**config.mk**
```make
export PLATFORM = sky130hd
export DESIGN_NAME = rot_square_decoder
export DESIGN_NICKNAME = d
export VERILOG_FILES = /design/src/rtl/rot_square_pkg.sv /design/src/rtl/stable_filter.sv /design/src/rtl/rot_square_decoder.sv
export SDC_FILE = /design/constraint.sdc
export NUM_CORES = 1
export LEC_CHECK = 0
export CAP_MARGIN = 25
export CORE_UTILIZATION = 57
export DETAILED_ROUTE_END_ITERATION = 6
export GPL_ROUTABILITY_DRIVEN = 0
export PLACE_DENSITY_LB_ADDON = 0.12
export SETUP_SLACK_MARGIN = 0.5
export SYNTH_ARGS = -nofsm -noshare
export SYNTH_HDL_FRONTEND = slang
export SYNTH_HIERARCHICAL = 1
export SYNTH_SLANG_ARGS = --single-unit
export TNS_END_PERCENT = 5
```
**constraint.sdc**
```tcl
create_clock -name clk -period 4.5 [get_ports clk]
set_clock_uncertainty 0.2 [all_clocks]
set_input_delay 0.9 -clock clk [delete_from_list [all_inputs] [get_ports clk]]
set_output_delay 0.9 -clock clk [all_outputs]
set_load 0.01 [all_outputs]
```
**src/rtl/rot_square_pkg.sv**
```systemverilog
// rot_square_pkg: segment codes, state/frame types and the frame decoder shared by the
// rotating-square display driver and its receive-side decoder.
package rot_square_pkg;
  localparam logic [6:0] UPPER_CODE = 7'b0011100;
  localparam logic [6:0] LOWER_CODE = 7'b1100010;
  typedef enum logic {ACQUIRE, TRACK} state_t;
  typedef enum logic [1:0] {VALID, BLANK, BAD} frame_class_t;
  typedef struct packed {
    frame_class_t cls;
    logic [2:0]   idx;
  } frame_t;
  function automatic frame_t decode_frame(input logic [3:0] an, input logic [6:0] sseg);
    frame_t f;
    logic [2:0] d;
    logic one_hot;
    d = an == 4'b0111 ? 3'd0 : an == 4'b1011 ? 3'd1 : an == 4'b1101 ? 3'd2 : 3'd3;
    one_hot = an == 4'b0111 || an == 4'b1011 || an == 4'b1101 || an == 4'b1110;
    // lower half runs right-to-left, so its index mirrors the digit number
    f.idx = sseg == UPPER_CODE ? d : 3'd7 - d;
    if (an == 4'b1111) f.cls = BLANK;
    else if (one_hot && (sseg == UPPER_CODE || sseg == LOWER_CODE)) f.cls = VALID;
    else f.cls = BAD;
    return f;
  endfunction
endpackage

```
**src/rtl/stable_filter.sv**
```systemverilog
// stable_filter: registers a bus and pulses acc_o once, with the value on q_o, when a value
// different from the last accepted one has held for STABLE_CYCLES clocks.
module stable_filter #(
  parameter int WIDTH         = 11,
  parameter int STABLE_CYCLES = 4
) (
  input  logic             clk,
  input  logic             rst_n,
  input  logic [WIDTH-1:0] d_i,
  output logic             acc_o,
  output logic [WIDTH-1:0] q_o
);
  localparam logic [7:0] SC = 8'(STABLE_CYCLES);
  logic [WIDTH-1:0] s_q, q_q;
  logic [7:0] c_q, c_d;
  logic acc_q, hit;
  always_comb begin
    c_d = d_i != s_q ? 8'd1 : c_q == SC ? c_q : c_q + 8'd1;
    hit = c_d == SC && d_i != q_q;
  end
  always_ff @(posedge clk or negedge rst_n) begin
    if (!rst_n) begin
      s_q   <= '0;
      q_q   <= '0;
      c_q   <= '0;
      acc_q <= 1'b0;
    end else begin
      s_q   <= d_i;
      c_q   <= c_d;
      acc_q <= hit;
      if (hit) q_q <= d_i;
    end
  end
  assign acc_o = acc_q;
  assign q_o   = q_q;
endmodule

```
**src/rtl/rot_square_decoder.sv**
```systemverilog
// rot_square_decoder: monitors a multiplexed 4-digit seven-segment bus and recovers the rotating
// square's position, direction and step count. ROT_SQUARE_REV_COUNT_EN adds a revolution counter.
module rot_square_decoder
  import rot_square_pkg::*;
#(
  parameter int STABLE_CYCLES  = 4,
  parameter int TIMEOUT_CYCLES = 2**20,
  parameter int CNT_W          = 16
) (
  input  logic             clk,
  input  logic             rst,
  input  logic [3:0]       an,
  input  logic [6:0]       sseg,
  input  logic             err_clr,
  output logic [2:0]       pos,
  output logic             pos_valid,
  output logic             dir_cw,
  output logic             dir_valid,
  output logic             step,
  output logic [CNT_W-1:0] step_count,
  output logic             stalled,
`ifdef ROT_SQUARE_REV_COUNT_EN
  output logic [7:0]       rev_count,
`endif
  output logic             err_bad,
  output logic             err_jump
);
  localparam int TW = $clog2(TIMEOUT_CYCLES + 1);
  localparam logic [TW-1:0] TO = TW'(TIMEOUT_CYCLES);
  logic acc;
  logic [10:0] frm;
  frame_t f;
  state_t state_q, state_d;
  logic [2:0] pos_q, pos_d;
  logic pv_q, pv_d, cw_q, cw_d, dv_q, dv_d, step_q, step_d;
  logic stall_q, stall_d, eb_q, eb_d, ej_q, ej_d;
  logic [CNT_W-1:0] cnt_q, cnt_d;
  logic [TW-1:0] tmr_q, tmr_d;
  logic trk, valid, fwd, back, jump;

  stable_filter #(.WIDTH(11), .STABLE_CYCLES(STABLE_CYCLES)) u_filter (
    .clk   (clk),
    .rst_n (rst),
    .d_i   ({an, sseg}),
    .acc_o (acc),
    .q_o   (frm)
  );

  assign f = decode_frame(frm[10:7], frm[6:0]);

  always_ff @(posedge clk or negedge rst) begin
    if (!rst) state_q <= ACQUIRE;
    else state_q <= state_d;
  end

  always_comb state_d = acc ? (f.cls == VALID ? TRACK : ACQUIRE) : state_q;

  always_comb begin
    trk     = state_q == TRACK;
    valid   = acc && f.cls == VALID;
    fwd     = f.idx == pos_q + 3'd1;
    back    = f.idx == pos_q - 3'd1;
    step_d  = valid && trk && (fwd || back);
    jump    = valid && trk && !(fwd || back);
    pos_d   = valid ? f.idx : pos_q;
    pv_d    = state_d == TRACK;
    cw_d    = step_d ? fwd : cw_q;
    dv_d    = step_d || (dv_q && !acc);
    cnt_d   = cnt_q + CNT_W'(step_d);
    eb_d    = (acc && f.cls == BAD) || (eb_q && !err_clr);
    ej_d    = jump || (ej_q && !err_clr);
    // timer restarts on every accepted frame; stalled latches until a real step or loss of lock
    tmr_d   = state_d != TRACK || acc ? '0 : tmr_q == TO ? tmr_q : tmr_q + 1'b1;
    stall_d = state_d == TRACK && !step_d && (stall_q || tmr_d == TO);
  end

  always_ff @(posedge clk or negedge rst) begin
    if (!rst) begin
      pos_q   <= '0;
      pv_q    <= 1'b0;
      cw_q    <= 1'b0;
      dv_q    <= 1'b0;
      step_q  <= 1'b0;
      cnt_q   <= '0;
      tmr_q   <= '0;
      stall_q <= 1'b0;
      eb_q    <= 1'b0;
      ej_q    <= 1'b0;
    end else begin
      pos_q   <= pos_d;
      pv_q    <= pv_d;
      cw_q    <= cw_d;
      dv_q    <= dv_d;
      step_q  <= step_d;
      cnt_q   <= cnt_d;
      tmr_q   <= tmr_d;
      stall_q <= stall_d;
      eb_q    <= eb_d;
      ej_q    <= ej_d;
    end
  end

`ifdef ROT_SQUARE_REV_COUNT_EN
  logic [2:0] run_q, run_d;
  logic [7:0] rev_q, rev_d;
  logic same;
  always_comb begin
    same  = dv_q && cw_q == fwd;
    run_d = step_d ? (same ? run_q + 3'd1 : 3'd1) : acc ? 3'd0 : run_q;
    rev_d = rev_q + 8'(step_d && same && run_q == 3'd7);
  end
  always_ff @(posedge clk or negedge rst) begin
    if (!rst) begin
      run_q <= '0;
      rev_q <= '0;
    end else begin
      run_q <= run_d;
      rev_q <= rev_d;
    end
  end
  assign rev_count = rev_q;
`endif

  assign pos        = pos_q;
  assign pos_valid  = pv_q;
  assign dir_cw     = cw_q;
  assign dir_valid  = dv_q;
  assign step       = step_q;
  assign step_count = cnt_q;
  assign stalled    = stall_q;
  assign err_bad    = eb_q;
  assign err_jump   = ej_q;
endmodule

```
==> results.tsv, run 1 <==
metric	value	unit
status	completed	
die footprint	0.007711	mm^2
Hold Buf Count CTS	0	
Power Internal	1064	uW
Clk pwr share	43.5	%
Setup TNS	0	ns
P&R area growth vs syn	16.96	%
ANT nets after route	0	
Net Sw Frac	20.82	%
clock root cell	clkbuf_8	
power per cell area	273.6	mW/mm^2
Routed WL per cell	14.80	um
fin crit share	78.91	%
syn_nets	416	
final WL	7.934	mm
Hold Vio Cnt, Final	0	
fin crit period	3.551	ns
Die W	87.82	um
crit path launch	u_filter/q_o[5]$_DFFE_PN0P_	
DR vias/cell	5.662	
Starting Density	60.45	%
Congestion Overflow GR	0	
largest net degree at the start of global routing	79	
row count	30	
Mean Syn Cell Area	10.65	um^2
Core ar.	0.006944	mm^2
Flop pwr share	52.7	%
share of cells above drive strength 1	10.00	%
fmax	0.2816	GHz
sequential fraction of the synthesis area	46.50	%
Die H	87.82	um
max-cap violations	0	
initial antenna violation count	0	
Netlist Area Pre-Place	0.004198	mm^2
GRT Total Usage	23.01	%
FF+latch count, synth	78	
Logic pwr share	3.8	%
critical path peak fanout	6	
placed inst area	0.004661	mm^2
worst skew pair latency	0.35	ns
Crit Path Category	reg2reg	
worst slew pin tran	0.8301	ns
H-tree lvl count	3	
Synth cell types	58	
drt pass-1 iters	4	
Reg2Reg Launch Point	u_filter/q_o[5]$_DFFE_PN0P_	
clock buffer depth	2	
first-pass GRT wire length	13.61	mm
NetSw	279.8	uW
CTS sink count	78	
Primary FF master, synth	dfrtp_1	
number of port buffers	39	
Starting DRT DRC Count	193	
post-synthesis async set-or-reset flop share	100.0	%
synth warn	6	
number of synthesized flops with an enable pin	0	
CP endpoint kind	register	
Clock Pin Slew Worst Setup and Hold Paths	0.08	ns
CTS tree	built	
Crit path arrival time	3.62	ns
drt drc	0	
final instance area	0.004910	mm^2
Worst Hold Class	in2async	
vias in the first global route	2951	
Post-CTS Resized	0	
Post CTS Setup Buffer Count	0	
DPL Wire Length	5.588	mm
antenna cell count	0	
final core occ	70.70	%
RSZ-0062 raised after global routing	no	
DR vias	3035	
max-slew violation count	0	
maximum VDD drop	0.2058	mV
startpoint type of the worst setup path	register	
Gate Count Post-Synth	394	
I/O Pins	40	
fin nets	458	
Leak Pwr	0.002105	uW
Slew HR	44.66	%
# setup viols final	0	
CTS Buf Count	9	
Worst Path Required	4.57	ns
==> logic make-up (layout without fill, tap and decap cells) <==
| family | Yosys count | count (layout) | share of synthesized area, % |
|---|---|---|---|
| simple gates | 159 | 159 | 22.35 |
| xor+xnor | 67 | 67 | 14.63 |
| buf+inv | 27 | 73 | 2.772 |
| fa+ha+maj | 8 | 8 | 2.385 |
| mux | 14 | 14 | 4.590 |
| flops | 78 | 78 | 46.50 |
| compound gates | 41 | 41 | 6.766 |
==> power groups by stage <==
stage / clock network, uW / logic [uW] / registers, uW
after detailed placement: 0 / 48.4 / 722
after global placement: 0 / 47.8 / 721
final: 585 / 50.9 / 708
after CTS: 599 / 49.0 / 708
after global routing: 625 / 57.2 / 708
after floorplan: 0 / 15.3 / 721
==> placed cells by master (no fill, tap or decap), types with 3 or more instances in the layout <==
| cell | instances |
|---|---|
| nand3_1 | 18 |
| o21ai_0 | 5 |
| xor2_1 | 39 |
| xnor2_1 | 26 |
| inv_1 | 17 |
| nor3_1 | 9 |
| nand2_1 | 29 |
| nand4_1 | 10 |
| and3_1 | 9 |
| dfrtp_1 | 78 |
| nor4_2 | 3 |
| nor4_1 | 8 |
| o2111ai_1 | 3 |
| a21oi_1 | 10 |
| nor2_1 | 40 |
| ha_1 | 8 |
| o21a_1 | 4 |
| mux2_4 | 10 |
| nor3_2 | 3 |
| nand2b_1 | 3 |
| clkbuf_8 | 11 |
| clkdlybuf4s50_1 | 38 |
| nor3b_1 | 4 |
==> critical path: stages, from the launching register on <==
cell and delay (ns):
dfrtp_1 0.43, nand2b_1 0.22, nor3_4 0.38, xnor3_1 0.48, mux2i_1 0.23, xor2_1 0.16
nor2_1 0.17, ha_1 0.22, ha_1 0.22, nand3_1 0.14, or2_2 0.34, nor2_1 0.12
xor2_1 0.16
==> synthesized netlist by cell type (3+ instances only) <==
cell        n  area [um^2]
a21oi_1    10        50.05
and3_1      9        56.30
buf_2       3        15.01
clkbuf_1    5        18.77
dfrtp_1    78         1952
ha_1        8        100.1
inv_1      17        63.81
mux2_4     10        150.1
nand2_1    29        108.9
nand2b_1    3        18.77
nand3_1    18        90.09
nand4_1    10        62.56
nor2_1     40        150.1
nor3_1      9        45.04
nor3_2      3        30.03
nor3b_1     4        30.03
nor4_1      8        50.05
nor4_2      3        37.54
o2111ai_1   3        26.28
o21a_1      4        30.03
o21ai_0     5        25.02
xnor2_1    26        227.7
xor2_1     39        341.6
==> stage by stage <==
| stage | hold slack [ns] | setup slack [ns] | power, uW | instances |
|---|---|---|---|---|
| 6_report | 0.2687 | 0.9492 | 1344 | 536 |
| 4_1_cts | 0.2759 | 0.9395 | 1355 | 535 |
| 3_3_place_gp | 0.2624 | 1.076 | 769.3 | 520 |
| 2_1_floorplan | 0.2783 | 1.385 | 736.6 | 394 |
| 5_1_grt | 0.2902 | 0.6737 | 1390 | 536 |
| 3_5_place_dp | 0.2616 | 0.9932 | 769.9 | 520 |
==> registers in the layout, summed over array words and instances, names as in the netlist, 3 cells and up <==
signal / count
u_filter/q_o: 11
u_filter/s_q: 11
u_filter/c_q: 8
step_count: 16
pos: 3
tmr_q: 21
==> final cells by class <==
type / count / area, um^2
clock inverter: 4 / 70.07
sequential: 78 / 1952
clock buffer: 11 / 151.4
inverter: 17 / 63.81
timing repair buffer: 41 / 422.9
multi-input combinational: 289 / 2130
tap: 96 / 120.1
fill: 526 / 2034
==> layer usage <==
layer  up-vias  part of all wire (%)  global-route usage (%)
met4         0                   1.9                   12.07
met5         -                     0                       0
met2        87                    49                   36.93
li1       1460                     -                       -
met1      1470                    46                   30.04
met3        18                   3.7                   3.864
==> path summary, 6_finish.rpt <==
| check | to | depth (start not counted) | slack (ns) |
|---|---|---|---|
| min reg2reg | step_count[15]$_DFF_PN0_ | 1 | 0.27 |
| min | step_count[7]$_DFF_PN0_ | 1 | 0.27 |
| max | step_count[12]$_DFF_PN0_ | 12 | 0.95 |
| max reg2reg | step_count[12]$_DFF_PN0_ | 12 | 0.95 |
| max in group asynchronous | u_filter/s_q[2]$_DFF_PN0_ | 2 | 3.26 |
| min in group clk | step_count[15]$_DFF_PN0_ | 1 | 0.27 |
(Power assumes the default switching activity.)
==> inputs of run 2 (changes only) <==
--- a/config.mk
+++ b/config.mk
@@ -6,7 +6,7 @@
 export NUM_CORES = 1
 export LEC_CHECK = 0
 export CAP_MARGIN = 25
-export CORE_UTILIZATION = 57
+export CORE_UTILIZATION = 52
 export DETAILED_ROUTE_END_ITERATION = 6
 export GPL_ROUTABILITY_DRIVEN = 0
 export PLACE_DENSITY_LB_ADDON = 0.12
==> constraint.sdc (replaced) <==
create_clock -name clk -period 3.1 [get_ports clk]
set_clock_uncertainty 0.2 [all_clocks]
set_input_delay 0.62 -clock clk [delete_from_list [all_inputs] [get_ports clk]]
set_output_delay 0.62 -clock clk [all_outputs]
set_load 0.01 [all_outputs]
==> results.tsv, run 2 (synthesis results as in run 1) <==
metric	value	unit	change
max FFs per register	21		unchanged
row count	32		was 30
CP endpoint kind	register		unchanged
R2R depth	12		unchanged
worst skew pair latency	0.35	ns	about the same
NetSw	431.2	uW	was 279.8 uW
# setup viols final	0		unchanged
multi-input logic area	0.002205	mm^2	was 0.002130 mm^2
Leak Pwr	0.002212	uW	was 0.002105 uW
vias in the first global route	3151		was 2,951
r2r setup slk	0.32	ns	was 0.95 ns
first-pass GRT wire length	14.34	mm	was 13.61 mm
Largest Register	tmr_q		unchanged
placed inst area	0.004843	mm^2	was 0.004661 mm^2
DR vias/cell	5.472		was 5.662
Final WS setup	0.3182	ns	was 0.9492 ns
drt pass-1 iters	4		unchanged
P&R area growth vs syn	23.28	%	was 16.96%
Flop pwr share	53.1	%	was 52.7%
most frequent cells in the layout	77 x dfrtp_1, 39 x xor2_1, 38 x clkdlybuf4s50_1		was 78 x dfrtp_1, 40 x nor2_1, 39 x xor2_1
Setup TNS	0	ns	unchanged
final core occ	66.62	%	was 70.70%
Die H	91.85	um	was 87.82 um
CTS sink count	78		unchanged
fin nets	481		was 458
crit path launch	pos[0]$_DFFE_PN0N_		was u_filter/q_o[5]$_DFFE_PN0P_
Net Sw Frac	22.31	%	was 20.82%
worst slew pin tran	0.5815	ns	was 0.8301 ns
Sequential cell area	0.001953	mm^2	was 0.001952 mm^2
final instance area	0.005175	mm^2	was 0.004910 mm^2
pre-CTS setup slack	0.08525	ns	was 0.9932 ns
Clk pwr share	42.6	%	was 43.5%
I/O Pins	40		unchanged
Worst Hold Class	in2async		unchanged
Die W	91.85	um	was 87.82 um
Congestion Overflow GR	0		unchanged
startpoint type of the worst setup path	register		unchanged
Crit path arrival time	2.87	ns	was 3.62 ns
clock root cell	clkbuf_8		unchanged
final WL	8.475	mm	was 7.934 mm
Logic pwr share	4.3	%	was 3.8%
drt drc	0		unchanged
fin crit period	2.782	ns	was 3.551 ns
number of port buffers	39		unchanged
Crit Path Category	reg2reg		unchanged
Critical Path End	step_count[12]$_DFF_PN0_		unchanged
Reg2Reg Launch Point	pos[0]$_DFFE_PN0N_		was u_filter/q_o[5]$_DFFE_PN0P_
power per cell area	373.6	mW/mm^2	was 273.6 mW/mm^2
Starting DRT DRC Count	81		was 193
Starting Density	54.04	%	was 60.45%
ANT nets after route	0		unchanged
initial antenna violation count	0		unchanged
maximum VDD drop	0.1866	mV	was 0.2058 mV
DR vias	3097		was 3,035
DPL Wire Length	6.073	mm	was 5.588 mm
max-slew violation count	0		unchanged
share of cells above drive strength 1	18.32	%	was 10.00%
fmax	0.3595	GHz	was 0.2816 GHz
Routed WL per cell	14.97	um	was 14.80 um
total power	1933	uW	was 1344 uW
Power Internal	1502	uW	was 1064 uW
Hold Vio Cnt, Final	0		unchanged
die footprint	0.008436	mm^2	was 0.007711 mm^2
status	completed		unchanged
max-cap violations	0		unchanged
# fillers	612		was 526
Slew HR	61.19	%	was 44.66%
RSZ-0062 raised after global routing	yes		was no
antenna cell count	0		unchanged
clock buffer depth	2		unchanged
Worst Path Required	3.19	ns	was 4.57 ns
CTS Buf Count	9		unchanged
RR Endpoint	step_count[12]$_DFF_PN0_		unchanged
Clock Pin Slew Worst Setup and Hold Paths	0.09	ns	was 0.08 ns
H-tree lvl count	3		unchanged
fin crit share	89.74	%	was 78.91%
largest net degree at the start of global routing	79		unchanged
CTS tree	built		unchanged
critical path peak fanout	3		was 6
Core ar.	0.007767	mm^2	was 0.006944 mm^2
GRT Total Usage	21.59	%	was 23.01%
most common cell after layout, fill and taps aside	dfrtp_1		unchanged
==> run 2: how the worst min path moves through the flow <==
| stage | from | end |
|---|---|---|
| finish | rst | tmr_q[0]$_DFF_PN0_ |
| global route | rst | tmr_q[0]$_DFF_PN0_ |
| CTS | rst | tmr_q[20]$_DFF_PN0_ |
| detailed placement | step_count[15]$_DFF_PN0_ | step_count[15]$_DFF_PN0_ |
| global placement | step_count[15]$_DFF_PN0_ | step_count[15]$_DFF_PN0_ |
| floorplan | rst | dir_cw$_DFFE_PN0P_ |
==> run 2: power groups by stage <==
stage	Combinational [uW]	Clock, uW	Sequential, uW
floorplan	22.2	0	1050
global placement	80.0	0	1050
detailed placement	81.1	0	1050
CTS	81.2	840	1030
global route	93.2	881	1030
finish	83.3	823	1030
==> run 2: final cells by class <==
cell class | instances | area share [%]
clock inverters | 4 | 1.015
flip-flops and latches | 78 | 37.74
multi-input cells | 289 | 42.60
repair buffers | 64 | 11.75
clock buffers | 12 | 3.191
well taps | 102 | 2.466
inverters | 17 | 1.233
==> run 2: what timing repair did <==
| item | in CTS | in global routing |
|---|---|---|
| hold buffers | 0 | 0 |
| gates resized for setup | 7 | 6 |
| pin swaps | 3 | 1 |
| setup buffers | 5 | 0 |
| endpoints found under the setup margin | 24 | 24 |
==> run 2: metrics by stage <==
stage / hold WS (ns) / std cells
CTS: 0.2587 / 565
detailed placement: 0.2758 / 544
finish: 0.002723 / 566
floorplan: 0.1244 / 394
global route: 0.01823 / 566
global placement: 0.2691 / 544
==> run 2: worst max-delay path, cell delays in order, from the launching register on <==
cell,delay [ns]
dfrtp_1,0.36
inv_2,0.05
ha_1,0.28
xnor3_2,0.42
mux2i_1,0.23
xor2_1,0.12
nor2_2,0.16
ha_4,0.17
ha_4,0.14
nand3_2,0.10
or2_4,0.26
nor2_2,0.09
xor2_1,0.14
==> run 2: routing by layer <==
| metal | GRT usage [%] | routed length [um] | part of all wire [%] | vias to the layer above |
|---|---|---|---|---|
| met5 | 0 | 0 | 0 | - |
| met4 | 9.896 | 216 | 2.5 | 0 |
| met3 | 3.400 | 221 | 2.6 | 20 |
| met2 | 35.70 | 4153 | 49 | 73 |
| met1 | 27.90 | 3883 | 46 | 1491 |
| li1 | - | - | - | 1513 |
